**src/rtl/sprite_pkg.sv**
```systemverilog
// Shared types and defaults for the sprite compositor: slot descriptor,
// pixel colour and the geometry defaults the slot struct is built on.
package sprite_pkg;

  localparam int COORD_W_DEF     = 10;
  localparam int NUM_SPRITES_DEF = 8;

  typedef struct packed {
    logic [7:0] r;
    logic [7:0] g;
    logic [7:0] b;
  } rgb_t;

  typedef struct packed {
    logic                   en;
    logic [COORD_W_DEF-1:0] x;
    logic [COORD_W_DEF-1:0] y;
    logic [COORD_W_DEF-1:0] w;
    logic [COORD_W_DEF-1:0] h;
    rgb_t                   color;
  } sprite_t;

  localparam rgb_t BLACK = '{r: 8'h00, g: 8'h00, b: 8'h00};

endpackage

```
**src/rtl/sprite_hit.sv**
```systemverilog
// Combinational rectangle test for one sprite slot against the current pixel.
module sprite_hit
  import sprite_pkg::*;
(
  input  sprite_t                sprite,
  input  logic [COORD_W_DEF-1:0] px,
  input  logic [COORD_W_DEF-1:0] py,
  output logic                   hit
);

  logic [COORD_W_DEF:0] x_end;
  logic [COORD_W_DEF:0] y_end;

  // One extra bit keeps a sprite hanging off the right/bottom edge from
  // wrapping around to column/row 0.
  assign x_end = {1'b0, sprite.x} + {1'b0, sprite.w};
  assign y_end = {1'b0, sprite.y} + {1'b0, sprite.h};

  assign hit = sprite.en
            && (px >= sprite.x) && ({1'b0, px} < x_end)
            && (py >= sprite.y) && ({1'b0, py} < y_end);

endmodule

```
**src/rtl/sprite_compositor.sv**
```systemverilog
// Priority sprite compositor: double-buffered slot registers, two-stage pixel
// pipeline (hit vector, then priority/colour/overlap) and a per-frame collision flag.
module sprite_compositor
  import sprite_pkg::*;
#(
  parameter int          NUM_SPRITES = NUM_SPRITES_DEF,
  parameter int          COORD_W     = COORD_W_DEF,
  parameter int          IDX_W       = $clog2(NUM_SPRITES),
  parameter logic [23:0] BG_COLOR    = 24'h00FFFF
) (
  input  logic               clk,
  input  logic               reset,
  input  logic               display,
  input  logic [COORD_W-1:0] X,
  input  logic [COORD_W-1:0] Y,
  input  logic               frame_start,
  input  logic               wr_en,
  input  logic [IDX_W-1:0]   wr_idx,
  input  logic [COORD_W-1:0] wr_x,
  input  logic [COORD_W-1:0] wr_y,
  input  logic [COORD_W-1:0] wr_w,
  input  logic [COORD_W-1:0] wr_h,
  input  logic [23:0]        wr_color,
  input  logic               wr_slot_en,
  output logic [7:0]         VGA_R,
  output logic [7:0]         VGA_G,
  output logic [7:0]         VGA_B,
  output logic               hit,
  output logic [IDX_W-1:0]   hit_idx,
  output logic               collision
);

  localparam logic [IDX_W:0] SLOT_LIMIT = NUM_SPRITES[IDX_W:0];

  sprite_t shadow [NUM_SPRITES];
  sprite_t active [NUM_SPRITES];
  sprite_t wr_slot;
  logic    wr_in_range;

  assign wr_slot = '{en: wr_slot_en, x: wr_x, y: wr_y, w: wr_w, h: wr_h,
                     color: rgb_t'(wr_color)};
  assign wr_in_range = ({1'b0, wr_idx} < SLOT_LIMIT);

  // NOTE: the slot arrays are reset explicitly because "empty and disabled"
  // is the defined power-up content, not a don't-care.
  always_ff @(posedge clk or posedge reset) begin
    if (reset) begin
      for (int i = 0; i < NUM_SPRITES; i++) begin
        shadow[i] <= '0;
        active[i] <= '0;
      end
    end else begin
      if (wr_en && wr_in_range) shadow[wr_idx] <= wr_slot;
      // NOTE: non-blocking assignment means active samples the shadow as it was
      // before a coincident write, so that write shows up one frame later.
      if (frame_start) active <= shadow;
    end
  end

  logic [NUM_SPRITES-1:0] hit_vec;

  for (genvar i = 0; i < NUM_SPRITES; i++) begin : g_hit
    sprite_hit u_hit (
      .sprite (active[i]),
      .px     (X),
      .py     (Y),
      .hit    (hit_vec[i])
    );
  end

  logic [NUM_SPRITES-1:0] hit_s1;
  logic                   disp_s1;

  always_ff @(posedge clk or posedge reset) begin
    if (reset) begin
      hit_s1  <= '0;
      disp_s1 <= 1'b0;
    end else begin
      hit_s1  <= hit_vec;
      disp_s1 <= display;
    end
  end

  logic             win_any;
  logic [IDX_W-1:0] win_idx;
  logic             overlap;
  rgb_t             pix_color;

  // NOTE: every always_comb output gets a default before any branch so no
  // path can hold a stale value and infer a latch.
  always_comb begin
    win_any = 1'b0;
    win_idx = '0;
    for (int i = NUM_SPRITES - 1; i >= 0; i--) begin
      if (hit_s1[i]) begin
        win_any = 1'b1;
        win_idx = IDX_W'(i);
      end
    end
  end

  // Clearing the lowest set bit leaves something only when two or more slots hit.
  assign overlap = disp_s1 && ((hit_s1 & (hit_s1 - NUM_SPRITES'(1))) != '0);

  always_comb begin
    pix_color = BLACK;
    if (disp_s1) pix_color = win_any ? active[win_idx].color : rgb_t'(BG_COLOR);
  end

  logic sticky;

  always_ff @(posedge clk or posedge reset) begin
    if (reset) begin
      VGA_R     <= 8'h00;
      VGA_G     <= 8'h00;
      VGA_B     <= 8'h00;
      hit       <= 1'b0;
      hit_idx   <= '0;
      collision <= 1'b0;
      sticky    <= 1'b0;
    end else begin
      VGA_R   <= pix_color.r;
      VGA_G   <= pix_color.g;
      VGA_B   <= pix_color.b;
      hit     <= disp_s1 && win_any;
      hit_idx <= (disp_s1 && win_any) ? win_idx : '0;
      if (frame_start) begin
        collision <= sticky || overlap;
        sticky    <= 1'b0;
      end else begin
        sticky <= sticky || overlap;
      end
    end
  end

endmodule

```
**config.mk**
```make
export PLATFORM = sky130hd
export DESIGN_NAME = sprite_compositor
export DESIGN_NICKNAME = d
export VERILOG_FILES = /design/src/rtl/sprite_pkg.sv /design/src/rtl/sprite_hit.sv /design/src/rtl/sprite_compositor.sv
export SDC_FILE = /design/constraint.sdc
export NUM_CORES = 2
export LEC_CHECK = 0
export CORE_MARGIN = 4
export CORE_UTILIZATION = 62
export CTS_CLUSTER_DIAMETER = 80
export DETAILED_ROUTE_END_ITERATION = 10
export GPL_TIMING_DRIVEN = 0
export HOLD_SLACK_MARGIN = 0.08
export MAX_ROUTING_LAYER = met4
export PLACE_DENSITY = 0.91
export SLEW_MARGIN = 25
export SYNTH_ARGS = -nofsm -noshare
export SYNTH_HDL_FRONTEND = slang
export SYNTH_SLANG_ARGS = --single-unit
```
**constraint.sdc**
```tcl
create_clock -name clk -period 59.5 [get_ports clk]
set_input_delay 17.85 -clock clk [delete_from_list [all_inputs] [get_ports clk]]
set_output_delay 17.85 -clock clk [all_outputs]
set_load 0.03 [all_outputs]
```
==> results.cfg <==
[status]
outcome = finished, final reports clean

[setup_path]
path_class = input port to flop
crit_top_cell = o21ai_0
crit_chain = clkdlybuf4s50_1, inv_1, ha_1, nor2b_1, o21ai_0, a21oi_1, o21ai_0, o211ai_1, a211oi_2
ff2ff_setup_slack_ns = 55.10
reg2reg_to = hit_s1[2]
cp_data_arrival_time_ns = 22.07
cpPeakStageDelay_ns = 1.02
timing.rr.start = active[369]
cpMaxStageDelayCell = clkdlybuf4s50_1
critPathRequiredTime_ns = 60.01
cp_max_fo = 9
rr_worst_depth = 13
start_kind = input port
worst_setup_path_end_kind = flop

[synthesis]
syn-num-nets = 4869
async_flop_share = 1.000
yosysWarnings = 0
ys_seq_elements = 1079
synth.distinct_cells = 74
synth.top_cells.by_area = dfrtp_1, mux2_2, ha_1
synth_edf_count = 0
ys_seq_area_frac = 0.5036
synthDominantAreaCellType = dfrtp_1
synth_area_mm2 = 0.05361
avgSynthCellArea_um2 = 12.48
yosys_most_used_dff = dfrtp_1
synth.top_cell.area_share = 0.5036
synthesis.instances = 4296

[grt]
grt_pass1_wl_um = 246900
grt_usage = 0.3723
grt_max_degree = 102
grt_pass1_vias = 41013
grt_overflow_total = 0
grt_antenna_before_repair = 9

[place]
globalplace.congestion = 0.9716
dp_slack_ns = 37.66
io_buffer_count = 120
dp_hpwl_um = 103700

[power_and_ir_drop]
p_seq_frac = 0.381
peakVddDrop_mv = 0.02793
leakagePower_nw = 27.39
p_sw_frac = 0.3483
p_int_mw = 1.763
comb_power_share = 0.351
clockPowerShare = 0.268
p_switching_uw = 942.3
p_per_area_mw_per_mm2 = 44.83

[clock_tree]
postCtsHoldBufs = 0
clock_sinks = 1079
cts.clk_slew.worst_paths_ns = 0.06
root_buffer = clkbuf_16
clk-insertion-delay-late_ns = 0.69
post_cts_buffers = 0
cts_tree = done
htreeDepth = 3
ctsResizeCount = 0
clockBufferDepth = 3
cts_made_buffers = 104

[hold_path]
holdPathStages = 2
hp-class = flop to flop
worstHoldStart = shadow[437]
min_to = active[437]

[timing]
finalCriticalPeriod_ns = 21.56
tns_ns = 0
hold_ws_ns = 0.4694
report.final.setup_viol = 0
fmax_mhz = 46.38
rsz0062_at_grt = false
fin_worst_skew_ns = 0.02454
slew_headroom = 0.2153
period_share = 0.3624
worst_slew_pin_slew_ns = 1.173
fin_ws_ns = 37.94
final_max_slew_viol_count = 0
hold_viol = 0

[final_layout]
final_common_cell = dfrtp_1
layout-drive-gt1-share = 0.2705
final_cell_mix = dfrtp_1, mux2_2, ha_1
syn2layout_area_growth_pct = 12.53
nNetsFinal = 5108

[detailed_routing]
routed_wl_um = 164400
viasPerCell = 6.737
drtIter0Drc = 4245
wl_per_cell_um = 28.42
drc = 0
firstDrtPassIters = 6
ant_nets = 0
num_vias = 38973

[job]
cap_viol_max_count = 0

[floorplan]
rows = 107
coreArea_mm2 = 0.08541
io_pins = 122
die_area_mm2 = 0.09124
start_util = 0.6277
fp.dieW_um = 302.1
dieHeight_um = 302.1
-- flip-flops by register name (all words and copies together) (netlist names) --
signal / cells
VGA_B: 8
VGA_G: 8
VGA_R: 8
active: 520
collision: 1
disp_s1: 1
hit: 1
hit_idx: 3
hit_s1: 8
shadow: 520
sticky: 1
-- final cells by class --
| cell class | count | area (um^2) |
|---|---|---|
| diodes | 20 | 50.05 |
| plain buffers | 152 | 703.2 |
| clock buffers | 149 | 3117 |
| clock inverters | 43 | 620.6 |
| fillers | 5154 | 25080 |
| inverters | 199 | 754.5 |
| multi-input cells | 2866 | 25190 |
| flip-flops and latches | 1079 | 27000 |
| well taps | 1144 | 1431 |
| repair buffers | 133 | 1469 |
-- how the worst max path moves through the flow --
stage,startpoint,end,slack (ns),depth (start not counted)
finish,Y[0],hit_s1[2],37.94,9
floorplan,reset,VGA_B[0],11.27,1
CTS,Y[0],hit_s1[2],38.25,9
detailed placement,Y[0],hit_s1[2],37.66,9
global route,Y[0],hit_s1[2],38.09,9
global placement,reset,VGA_R[6],0.91,2
-- layer usage --
layer	vias to the layer above	routed length (um)	global-route usage
met5	-	0	-
met4	0	13820	0.2691
met3	889	17750	0.09732
met2	2575	74330	0.5598
met1	19572	58490	0.4357
li1	15937	-	-
-- worst max-delay path: cells and delay by family --
family | cells | cell delay, ns
and+or+nand+nor | 1 | 0.04
buffers and inverters | 2 | 1.64
adders and majority gates | 1 | 0.48
AOI/OAI and AO/OA | 5 | 2.04
-- synth_stat cells (12+ instances only) --
cell type and n:
mux2i_1 27, nand3_1 32, nand2b_1 26, nand2_1 260, o21bai_1 36, a211oi_1 27
ha_1 464, dfrtp_1 1079, o211ai_1 20, a21o_1 19, xor2_1 71, o21a_1 29
inv_1 199, mux2_2 905, o22ai_1 12, o21ai_0 285, a21oi_1 138, xnor2_1 51
mux4_2 16, fa_1 16, nor2_1 143, buf_2 78, nor3_1 67, nor2b_1 21
clkbuf_1 64, a31o_2 14, nand4_1 13
-- stage by stage --
stage	instances	util	instance area [um^2]	power, mW
after CTS	5765	0.7057	60280	2.673
final	5785	0.7063	60330	2.705
after global placement	5560	0.6585	56250	1.854
after detailed placement	5573	0.6620	56540	1.916
after global routing	5776	0.7061	60310	2.830
after floorplan	4296	-	53610	1.650
-- power by group through the flow --
stage,Combinational [mW],Clock [mW],Sequential (mW)
2_1_floorplan,0.645,0,1.01
3_3_place_gp,0.835,0,1.02
3_5_place_dp,0.890,0,1.03
4_1_cts,0.929,0.722,1.02
5_1_grt,1.03,0.755,1.04
6_report,0.949,0.726,1.03
-- cells by family after synthesis --
family                     share of synthesized area
AOI/OAI and AO/OA                            0.08213
xor gates and xnor gates                     0.01993
adders and majority gates                     0.1146
buffers and inverters                        0.02696
DFF                                           0.5036
muxes                                         0.2018
and+or+nand+nor                              0.05088
Note: power is estimated with default switching activity, not from simulation.
==> RTL edit: new RTL, same flow settings <==
Put one more register stage on the output `VGA_G`, cleared by the reset. The value now appears one clock later. The other outputs are not delayed to match.
--- a/src/rtl/sprite_compositor.sv
+++ b/src/rtl/sprite_compositor.sv
@@ -31,6 +31,8 @@
 );
 
   localparam logic [IDX_W:0] SLOT_LIMIT = NUM_SPRITES[IDX_W:0];
+
+  logic [7:0] VGA_G_s0;
 
   sprite_t shadow [NUM_SPRITES];
   sprite_t active [NUM_SPRITES];
@@ -112,7 +114,7 @@
   always_ff @(posedge clk or posedge reset) begin
     if (reset) begin
       VGA_R     <= 8'h00;
-      VGA_G     <= 8'h00;
+      VGA_G_s0  <= 8'h00;
       VGA_B     <= 8'h00;
       hit       <= 1'b0;
       hit_idx   <= '0;
@@ -120,7 +122,7 @@
       sticky    <= 1'b0;
     end else begin
       VGA_R   <= pix_color.r;
-      VGA_G   <= pix_color.g;
+      VGA_G_s0 <= pix_color.g;
       VGA_B   <= pix_color.b;
       hit     <= disp_s1 && win_any;
       hit_idx <= (disp_s1 && win_any) ? win_idx : '0;
@@ -133,5 +135,13 @@
     end
   end
 
+  always_ff @(posedge clk or posedge reset) begin
+    if (reset) begin
+      VGA_G <= '0;
+    end else begin
+      VGA_G <= VGA_G_s0;
+    end
+  end
+
 endmodule
 
Check against the original RTL: not settled (the Yosys comparison gave no result); the edit may change what the design does.
==> RTL edit against the unedited design <==
- routed wire length down 0.39%
- area after synthesis about the same
- cell count down 0.71%
- power down 0.47%
- via count down 0.40%
- sequential share of layout area up 0.47 points
- maximum frequency up 2.6%
- global-route usage down 0.12 points
- register-to-register slack better by 0.36 ns
- clock power down 2%
- cell area down 0.31%
- worst setup slack better by 0.55 ns
- sequential cell count up 8
- critical endpoint is now hit_s1[5]
- highest routed layer unchanged
==> RTL edit: results (changes against the unedited design) <==
Run status
  • Status: finished, final reports clean

Logic synthesis
  • Post-Syn Instances: 4,261 (-0.81%)
  • Register area share after synthesis: 50.8% (+0.40 points)
  • Largest cells by area after synthesis: dfrtp_1, mux2_2, ha_1, o21ai_0, nand2_1
  • Synth Net Count: 4,834 (-0.72%)
  • Synth cell types: 68 (-8.1%)
  • Most frequent cells after synthesis: dfrtp_1, mux2_2, ha_1
  • Yosys warns: 0 (unchanged)

Drt
  • WL final: 164,000 µm (-0.39%)
  • DR iter-0 viols: 4,154 (-2.1%)
  • First-pass iteration count of the detailed router: 6 (unchanged)
  • Via Count: 38,800 (-0.40%)

Worst setup path
  • Crit path max fanout: 11 (+2)
  • R2R Path Start: active[499]
  • Crit-path max cell delay: 0.83 ns (-0.19 ns)
  • CP Launch Point: X[0]
  • Delay-heaviest family, CP: buffers and inverters
  • Worst Path Arrival: 21.52 ns (-0.55 ns)

CTS
  • TritonCTS Buffers: 105 (+0.96%)
  • Worst skew pair latency: 0.71 ns (+0.02 ns)
  • H-Tree Level Count: 3 (unchanged)
  • CTS clk-pin slew, worst paths: 0.06 ns (about the same)

Place
  • Dpl hpwl: 104,000 µm (+0.43%)
  • Placed Cells: 5,536 (-0.66%)
  • Routability cong.: 0.962 (-0.97%)
  • Post-Place Worst Slack: 38.00 ns (+0.335 ns)
  • Placed Area: 0.0564 mm² (-0.17%)

Power
  • Leak Pwr: 27.5 nW (+0.24%)
  • VDD IR max: 27.6 µV (-1.2%)

Global routing
  • First-pass GRT wire length: 246,000 µm (-0.23%)
  • Antenna violations before repair: 11 (+2)
  • GRT Util Overall: 37.1% (-0.12 points)
  • Number of global-route vias before repair: 41,500 (+1.1%)
  • Largest net degree at the start of global routing: 107 (+4.9%)

Cells and area
  • Layout Cells excl Fill: 5,744 (-0.71%)
  • Biggest regs: active (520), shadow (520)
  • Share of layout cells above drive strength 1: 27.0% (-0.029 points)
  • Fin nets: 5,072 (-0.70%)
  • Fillers: 5,110 (-0.85%)

Timing
  • Clock Skew: 0.0363 ns (+0.0117 ns)
  • Fmax: 47.6 MHz (+2.6%)
  • Worst Tran Pin Value: 1.21 ns (+0.0341 ns)

Min path
  • Hold path startpoint: VGA_G_s0[5]
## RTL edit: cell count changes after synthesis, sizes merged, moves of 19 or more
cell,before,now
a31oi,10,29
nand2b,26,47
o21ai,289,265
nor2,143,88
nand3,32,51
nor3,67,33
nand2,260,279
a21o,19,53
o2111ai,5,30
## RTL edit: power breakdown
part	switching (mW)	total [mW]	internal (mW)
clock	0.307	0.712	0.405
combinational	0.526	0.943	0.416
sequential	0.119	1.04	0.918
total	0.953	2.69	1.74
## RTL edit: cell type report
class	count	area, µm²	area share (%)
Clock buffer	150	3110	5.17
Antenna cell	11	27.5	0.0458
Multi-Input combinational cell	2826	24900	41.5
Tap cell	1144	1430	2.38
Timing Repair Buffer	131	1410	2.35
Inverter	194	736	1.22
Clock inverter	47	552	0.917
Sequential cell	1087	27200	45.2
Buffer	154	727	1.21
## RTL edit: metal layers
| metal | wire length, µm | up-vias | GRT usage (%) |
|---|---|---|---|
| met3 | 18300 | 1005 | 10.9 |
| met5 | 0 | - | - |
| met4 | 15000 | 0 | 27.9 |
| met1 | 58200 | 19500 | 43.3 |
| met2 | 72300 | 2529 | 54.5 |
| li1 | - | 15800 | - |
## RTL edit: final timing paths
kind                       depth (start not counted)  slack, ns          end
setup / recovery                                  10      38.48    hit_s1[5]
hold / removal                                     0       0.35     VGA_G[5]
setup reg to reg                                  15      55.46    hit_s1[0]
hold reg to reg                                    0       0.35     VGA_G[5]
max in group asynchronous                          5      39.98  active[136]
min in group asynchronous                          2      17.66  active[509]
## RTL edit: cell families after synthesis
logic type	count (synthesis)	share of synthesized area, %
compound gates	697	8.07
buf+inv	348	2.71
simple gates	579	4.91
flops	1087	50.8
xor+xnor	120	1.96
fa+ha+maj	481	11.4
mux	949	20.1
